**src/rtl/cpu_seq.sv**
```systemverilog
// Self-sequencing accumulator CPU: fetches 4-bit-opcode instructions over a req/ack
// handshake, executes them against an accumulator and an internal data memory.
module cpu_seq #(
    parameter int DATA_W = 16,
    parameter int ADDR_W = 8,
    parameter int PC_W   = 8
) (
    input  logic              clk,
    input  logic              rst_n,
    input  logic              start,
    output logic              imem_req,
    output logic [PC_W-1:0]   imem_addr,
    input  logic              imem_ack,
    input  logic [DATA_W+3:0] imem_data,
    output logic [DATA_W-1:0] bus,
    output logic              is_zero,
    output logic              halted,
    output logic              error
);

    // Fetch handshake: imem_req is held high with imem_addr stable until the
    // clock edge that sees imem_req && imem_ack; that edge transfers imem_data
    // and imem_req drops on the following cycle. imem_ack is ignored while
    // imem_req is low.

    localparam logic [3:0] OP_NOP  = 4'd0;
    localparam logic [3:0] OP_LDI  = 4'd1;
    localparam logic [3:0] OP_LD   = 4'd2;
    localparam logic [3:0] OP_ST   = 4'd3;
    localparam logic [3:0] OP_NAND = 4'd4;
    localparam logic [3:0] OP_SHL  = 4'd5;
    localparam logic [3:0] OP_SHR  = 4'd6;
    localparam logic [3:0] OP_JMP  = 4'd7;
    localparam logic [3:0] OP_JZ   = 4'd8;
    localparam logic [3:0] OP_HALT = 4'd9;

    localparam logic [DATA_W-1:0] SHIFT_LIM = DATA_W'(DATA_W);

    typedef enum logic [2:0] {
        S_IDLE,
        S_FETCH,
        S_EXEC,
        S_MEM,
        S_HALT
    } state_t;

    state_t            state;
    logic [PC_W-1:0]   pc;
    logic [PC_W-1:0]   pc_inc;
    logic [3:0]        ir_op;
    logic [DATA_W-1:0] ir_arg;
    logic [DATA_W-1:0] acc;
    logic [DATA_W-1:0] rd_data;
    logic [DATA_W-1:0] alu_res;
    logic [DATA_W-1:0] mem_res;
    logic [ADDR_W-1:0] mem_addr;
    logic              mem_we;
    logic [DATA_W-1:0] dmem [2**ADDR_W];

    assign pc_inc    = pc + 1'b1;
    assign imem_addr = pc;
    assign bus       = acc;
    assign mem_addr  = ir_arg[ADDR_W-1:0];
    assign mem_we    = (state == S_EXEC) && (ir_op == OP_ST);

    // Shift amounts use the full argument; anything past the word width clears acc.
    always_comb begin
        alu_res = acc;
        case (ir_op)
            OP_LDI:  alu_res = ir_arg;
            OP_SHL:  alu_res = (ir_arg >= SHIFT_LIM) ? '0 : (acc << ir_arg);
            OP_SHR:  alu_res = (ir_arg >= SHIFT_LIM) ? '0 : (acc >> ir_arg);
            default: alu_res = acc;
        endcase
    end

    assign mem_res = (ir_op == OP_NAND) ? ~(acc & rd_data) : rd_data;

    // Data memory has no reset; the read issued in EXEC is consumed in MEM.
    always_ff @(posedge clk) begin
        if (mem_we) begin
            dmem[mem_addr] <= acc;
        end
        rd_data <= dmem[mem_addr];
    end

    always_ff @(posedge clk or negedge rst_n) begin
        if (!rst_n) begin
            state    <= S_IDLE;
            pc       <= '0;
            ir_op    <= OP_NOP;
            ir_arg   <= '0;
            acc      <= '0;
            is_zero  <= 1'b1;
            halted   <= 1'b0;
            error    <= 1'b0;
            imem_req <= 1'b0;
        end else begin
            case (state)
                S_IDLE, S_HALT: begin
                    if (start) begin
                        state    <= S_FETCH;
                        pc       <= '0;
                        halted   <= 1'b0;
                        error    <= 1'b0;
                        imem_req <= 1'b1;
                    end
                end
                S_FETCH: begin
                    if (imem_req && imem_ack) begin
                        ir_op    <= imem_data[DATA_W+3:DATA_W];
                        ir_arg   <= imem_data[DATA_W-1:0];
                        imem_req <= 1'b0;
                        state    <= S_EXEC;
                    end
                end
                S_EXEC: begin
                    case (ir_op)
                        OP_NOP, OP_ST: begin
                            pc       <= pc_inc;
                            imem_req <= 1'b1;
                            state    <= S_FETCH;
                        end
                        OP_LDI, OP_SHL, OP_SHR: begin
                            acc      <= alu_res;
                            is_zero  <= (alu_res == '0);
                            pc       <= pc_inc;
                            imem_req <= 1'b1;
                            state    <= S_FETCH;
                        end
                        OP_LD, OP_NAND: begin
                            state <= S_MEM;
                        end
                        OP_JMP: begin
                            pc       <= ir_arg[PC_W-1:0];
                            imem_req <= 1'b1;
                            state    <= S_FETCH;
                        end
                        OP_JZ: begin
                            pc       <= is_zero ? ir_arg[PC_W-1:0] : pc_inc;
                            imem_req <= 1'b1;
                            state    <= S_FETCH;
                        end
                        OP_HALT: begin
                            halted <= 1'b1;
                            state  <= S_HALT;
                        end
                        default: begin
                            // Illegal opcode: pc stays on the offending instruction.
                            error  <= 1'b1;
                            halted <= 1'b1;
                            state  <= S_HALT;
                        end
                    endcase
                end
                S_MEM: begin
                    acc      <= mem_res;
                    is_zero  <= (mem_res == '0);
                    pc       <= pc_inc;
                    imem_req <= 1'b1;
                    state    <= S_FETCH;
                end
                default: begin
                    state    <= S_IDLE;
                    imem_req <= 1'b0;
                end
            endcase
        end
    end

endmodule
```
**config.mk**
```make
export PLATFORM = sky130hd
export DESIGN_NAME = cpu_seq
export DESIGN_NICKNAME = d
export VERILOG_FILES = /design/src/rtl/cpu_seq.sv
export SDC_FILE = /design/constraint.sdc
export NUM_CORES = 2
export LEC_CHECK = 0
export CAP_MARGIN = 25
export CORE_ASPECT_RATIO = 2
export CORE_UTILIZATION = 65
export CTS_CLUSTER_SIZE = 40
export DETAILED_ROUTE_END_ITERATION = 8
export GPL_TIMING_DRIVEN = 0
export PLACE_DENSITY = 0.84
export SLEW_MARGIN = 5
export SYNTH_ARGS = -nofsm -noshare
export SYNTH_HDL_FRONTEND = slang
export SYNTH_SLANG_ARGS = --single-unit
```
**constraint.sdc**
```tcl
create_clock -name clk -period 13.9 [get_ports clk]
set_input_delay 2.78 -clock clk [delete_from_list [all_inputs] [get_ports clk]]
set_output_delay 2.78 -clock clk [all_outputs]
set_load 0.1 [all_outputs]
```
==> metrics.md, run 1 <==
| Metric | Value |
|---|---|
| Largest net degree at the start of global routing | 106 |
| First error | [ERROR GRT-0116] Global routing finished with congestion. Check the congestion regions in the DRC Viewer. |
| Num CTS Buffers | 340 |
| Syn_area_per_cell | 23.51 um^2 |
| Ys Warns | 0 |
| Mapped Area | about 160000 um^2 |
| # IOs | 52 |
| DIE HEIGHT | between 700 and 800 um |
| Max Root-Sink Buffers | 4 |
| Sequential element share of the synthesized area | 77.07% |
| Unique masters post-synth | 70 |
| Gate Count Post-Synth | 6876 |
| Post-synth EDFFs | 4096 |
| Port bufs | 51 |
| Xor/xnor share of the synthesized area | 0.005418% |
| Post-synth net total | 6901 |
| Die X | 354.6 um |
| Total Routing Usage GR | 77.20% |
| Ys flop type | edfxtp_1 |
| Number of global-route vias before repair | 113400 |
| CTS Sinks | ~4200 |
| # rows | 258 |
| Asr flop ratio synth | 1.225% |
| Post-synthesis compound-gate area fraction | 1.092% |
| Cts repair resizes | 0 |
| Starting density of the core | between 60% and 70% |
| Post-DP HPWL | 543200 um |
| Status | stopped before the end |
| Largest family of logic cells by synthesized area | multiplexers |
| Synthesized flop and latch total | around 4200 |
| Post-synthesis adder-cell area fraction | 0.007740% |
| Global-route wire length before repair | 1253000 um |
| CTS Hold Buffers Added | 0 |
| Fail Step | global routing (5_1_grt) |
| Multiplexer area fraction after synthesis | 18.79% |
| Global route overflow | 946 |
| Synth Area in Simple Gates | 1.788% |
| H-tree depth | 5 |
| Setup bufs post-CTS | 0 |
| Gpl congestion | 1.104 |
| Root Driver | clkbuf_16 |
synth_stat cells (all sizes together), types with 3 or more instances:
cell type / n / area [um^2]
mux4: 1314 / 29590
nor3b: 4 / 30.03
nor2: 312 / 1171
nor4: 15 / 93.84
a221oi: 6 / 52.55
o32ai: 7 / 61.31
a221o: 8 / 80.08
or4: 3 / 22.52
o22ai: 6 / 37.54
a32oi: 19 / 166.4
a31oi: 10 / 62.56
nand3: 80 / 400.4
nand2: 112 / 420.4
or2: 4 / 25.02
nor2b: 19 / 118.9
nand4: 14 / 87.58
o21ai: 59 / 295.3
a2111oi: 4 / 35.03
and2: 5 / 31.28
o221ai: 18 / 157.7
o211ai: 10 / 75.07
a311oi: 4 / 35.03
clkbuf: 201 / 754.5
a22oi: 37 / 277.8
nand3b: 4 / 30.03
inv: 11 / 41.29
dfxtp: 16 / 320.3
mux2i: 33 / 330.3
nand2b: 15 / 93.84
dfrtp: 50 / 1251
buf: 215 / 1220
edfxtp: 4096 / 123000
o41ai: 4 / 35.03
nor3: 27 / 135.1
a21oi: 36 / 180.2
and4: 3 / 26.28
mux2: 40 / 450.4
and3: 15 / 93.84
o2111ai: 3 / 26.28
routing by layer:
metal | GRT overflow | global-route usage, %
met5 | 3 | 37.84
met4 | 404 | 75.91
met3 | 33 | 64.85
met2 | 476 | 92.52
met1 | 30 | 75.62
metrics by stage:
| step | cells | setup WS [ns] | util (%) | area, um^2 | hold slack, ns |
|---|---|---|---|---|---|
| 2_1_floorplan | 6876 | 7.295 | - | 161700 | 0.4918 |
| 3_3_place_gp | 10180 | 2.623 | 67.32 | 166200 | 0.4911 |
| 3_5_place_dp | 10500 | 6.198 | 70.84 | 174900 | 0.4882 |
| 4_1_cts | 11100 | 6.154 | 75.37 | 186100 | 0.5030 |
cells by family after synthesis:
group	after synthesis
flops	4163
xor+xnor	1
fa+ha+maj	1
buf+inv	427
simple gates	644
mux	1387
compound gates	253
==> run 2, diff against run 1 <==
--- a/config.mk
+++ b/config.mk
@@ -6,12 +6,10 @@
 export NUM_CORES = 2
 export LEC_CHECK = 0
 export CAP_MARGIN = 25
-export CORE_ASPECT_RATIO = 2
-export CORE_UTILIZATION = 65
-export CTS_CLUSTER_SIZE = 40
+export CORE_UTILIZATION = 40
 export DETAILED_ROUTE_END_ITERATION = 8
 export GPL_TIMING_DRIVEN = 0
-export PLACE_DENSITY = 0.84
+export PLACE_DENSITY_LB_ADDON = 0.15
 export SLEW_MARGIN = 5
 export SYNTH_ARGS = -nofsm -noshare
 export SYNTH_HDL_FRONTEND = slang
==> run 2 against run 1 <==
- the flow now finishes without violations
- synthesized cell count unchanged
- synthesized area unchanged
==> metrics.md, run 2 <==
| Metric | Value |
|---|---|
| Status | completed |
| DR iter-0 viols | 18480 |
| Sequential element share of the synthesized area | 77.07% |
| Reg2reg start | ir_arg[3]$_DFFE_PN0P_ |
| Global-route wire length before repair | 944600 um |
| Starting density of the core | 40.15% |
| Final min period | 8.286 ns |
| Leak | 60.07 nW |
| Root Driver | clkbuf_16 |
| Synthesized flop and latch total | 4163 |
| Hold crit path type | reg2reg |
| Crit end category | flop |
| Asr flop ratio synth | 1.225% |
| Met3 usage | 12.53% |
| Final hold violation count | 0 |
| Reg2reg end | dmem[220][10]$_DFFE_PP_ |
| Wire per inst | 56.01 um |
| Fraction of layout cells with a size suffix above 1 | 36.44% |
| CTS Sinks | 4163 |
| Area added between synthesis and finish | 19.96% |
| WHS Path Cells | 2 |
| Ys flop type | edfxtp_1 |
| CTS Hold Buffers Added | 0 |
| Largest net degree at the start of global routing | 97 |
| DRC viols | 0 |
| Most flops, register | dmem |
| H-tree depth | 5 |
| Die X | 637.7 um |
| Post-route setup slack | 5.614 ns |
| Post-synth top cells | 4096 x edfxtp_1, 1314 x mux4_2, 312 x nor2_1 |
| Total Routing Usage GR | 37.14% |
| Dominant cells by area after synthesis | edfxtp_1 76%, mux4_2 18%, dfrtp_1 0.77% |
| Max Root-Sink Buffers | 4 |
| Fill count | approximately 32000 |
| Setup crit start kind | flop |
| Core ar. | 402600 um^2 |
| Reg2Reg Setup Slack | roughly 5.6 ns |
| Setup crit start | ir_arg[3]$_DFFE_PN0P_ |
| Final WL | 760500 um |
| Port bufs | 51 |
| Max FO, Critical Path | 16 |
| Gpl congestion | 1.053 |
| Unique masters post-synth | 70 |
| Peak supply drop | between 150 and 200 uV |
| Post-DP HPWL | between 500000 and 600000 um |
| Slew headroom | 16.53% |
| Max-cap violations | 0 |
| # IOs | 52 |
| DIE AREA | 406700 um^2 |
| Crit path DAT | 8.88 ns |
| R2R cell count | 10 |
| Filler-free cell count of the finished design | 13580 |
| Setup Crit Path Kind | reg2reg |
| Place WS | 6.061 ns |
| Most frequent cells in the layout | 4096 x edfxtp_1, 1314 x mux4_2, 441 x clkbuf_16, 240 x nor2_4, 217 x buf_12 |
| Layout Nets | 7789 |
| Vias/cell | a little under 7 |
| Final ANT Viol Nets | 0 |
| Post-synth EDFFs | 4096 |
| Ys Warns | 0 |
| Last element of the critical path | dmem[220][10]$_DFFE_PP_ |
| Hold Slack | around 0.51 ns |
| DIE HEIGHT | ~640 um |
| Max FFs per register | between 4000 and 5000 |
| Cell taking the most area after synthesis | edfxtp_1 |
| Power Total | a little under 50 mW |
| Clk Latency, worst-skew pair | about 1.0 ns |
| Leading cell type in the layout, fill and taps excluded | edfxtp_1 |
| Setup bufs post-CTS | 0 |
| GR peak layer | met2 |
| Most frequent cell after synthesis | edfxtp_1 |
| TritonRoute pass-1 iters | 6 |
| Slew @ Worst Pin | 1.252 ns |
| Routed vias | 91430 |
| Gate Count Post-Synth | roughly 6900 |
| Setup TNS | 0 ns |
| Post-synth net total | 6901 |
| Routing usage on met2 | 52.96% |
| Cts repair resizes | 0 |
| Syn_area_per_cell | 23.51 um^2 |
| Final Max Slew Viols | 0 |
| Placed Cells | 12710 |
| Initial antenna violation count | 103 |
| Global route overflow | 0 |
| # rows | between 200 and 250 |
| CTS tree | done |
| Power Density | 247.8 nW/um^2 |
| Number of global-route vias before repair | 83480 |
| Clock Skews | approximately 0.077 ns |
| Tcrit/Tclk final | 59.61% |
| Met1 Track Usage GR | a little under half |
| Mapped Area | between 150000 and 200000 um^2 |
| RSZ-0062 raised after global routing | false |
| Num CTS Buffers | 436 |
| Top-area cell type share of the netlist area | 76.08% |
| Fmax | 120.7 MHz |
| Clk slew on worst S/H paths | about 0.060 ns |
| CP required | between 10 and 15 ns |
| Final setup viols | 0 |
-- run 2: worst min-delay path by stage --
stage                                      end                  from
final                       halted$_DFFE_PN0P_    halted$_DFFE_PN0P_
after detailed placement     error$_DFFE_PN0P_     error$_DFFE_PN0P_
after CTS                    error$_DFFE_PN0P_     error$_DFFE_PN0P_
after floorplan           state[1]$_DFFE_PN0P_  state[2]$_DFFE_PN0P_
after global placement       error$_DFFE_PN0P_     error$_DFFE_PN0P_
after global routing        halted$_DFFE_PN0P_    halted$_DFFE_PN0P_
-- run 2: worst max-delay path: stages (launching register included) --
cell	delay (ns)
dfrtp_1	0.49
buf_2	0.32
buf_2	0.32
buf_2	0.30
buf_2	0.88
buf_2	0.99
buf_2	0.83
buf_2	0.83
nand3_2	0.93
clkbuf_2	0.82
nor2_4	0.95
-- run 2: logic make-up (layout without fill, tap and decap cells) --
| logic type | after synthesis | count (layout) | synth area share, % |
|---|---|---|---|
| fa+ha+maj | 1 | 1 | 0.007738 |
| simple gates | 644 | 644 | 1.788 |
| flops | 4163 | 4163 | 77.07 |
| compound gates | 253 | 253 | 1.092 |
| buf+inv | 427 | 1674 | 1.247 |
| xor+xnor | 1 | 1 | 0.005419 |
| other cells | 0 | 49 | 0 |
| mux | 1387 | 1387 | 18.79 |
-- run 2: layer usage --
layer | wire length, um | up-vias | part of all wire (%)
met4 | 64610 | 16 | 8.5
met5 | 262 | - | 0.034
met1 | 268500 | 50550 | 35
met2 | 324000 | 7716 | 43
met3 | 103100 | 1563 | 14
li1 | - | 31590 | -
-- run 2: power breakdown --
part	total [mW]	internal, mW	switching, mW
Sequential	15.9	15.5	0.407
Combinational	20.4	5.93	14.5
Clock	11.8	6.64	5.11
Total	48.1	28.0	20.0
-- run 2: stage by stage --
| stage | util (%) | instance area (um^2) |
|---|---|---|
| floorplan | - | 161700 |
| global placement | 41.96 | 168900 |
| detailed placement | 44.58 | 179500 |
| CTS | 48.08 | 193600 |
| global route | 48.14 | 193800 |
| finish | 48.17 | 193900 |
-- run 2: layout make-up --
cell class                      count  area (um^2)  area share (%)
Clock buffer                      536        11410           5.885
Antenna cell                       49        122.6         0.06323
Timing Repair Buffer              450         9188           4.738
Sequential cell                  4163       124700           64.28
Tap cell                         5405         6763           3.487
Multi-Input combinational cell   2286        36940           19.05
Buffer                            416         2153           1.110
Clock inverter                    261         2655           1.369
Inverter                           11        41.29         0.02129
No activity file was read; power rests on OpenSTA's default activity.
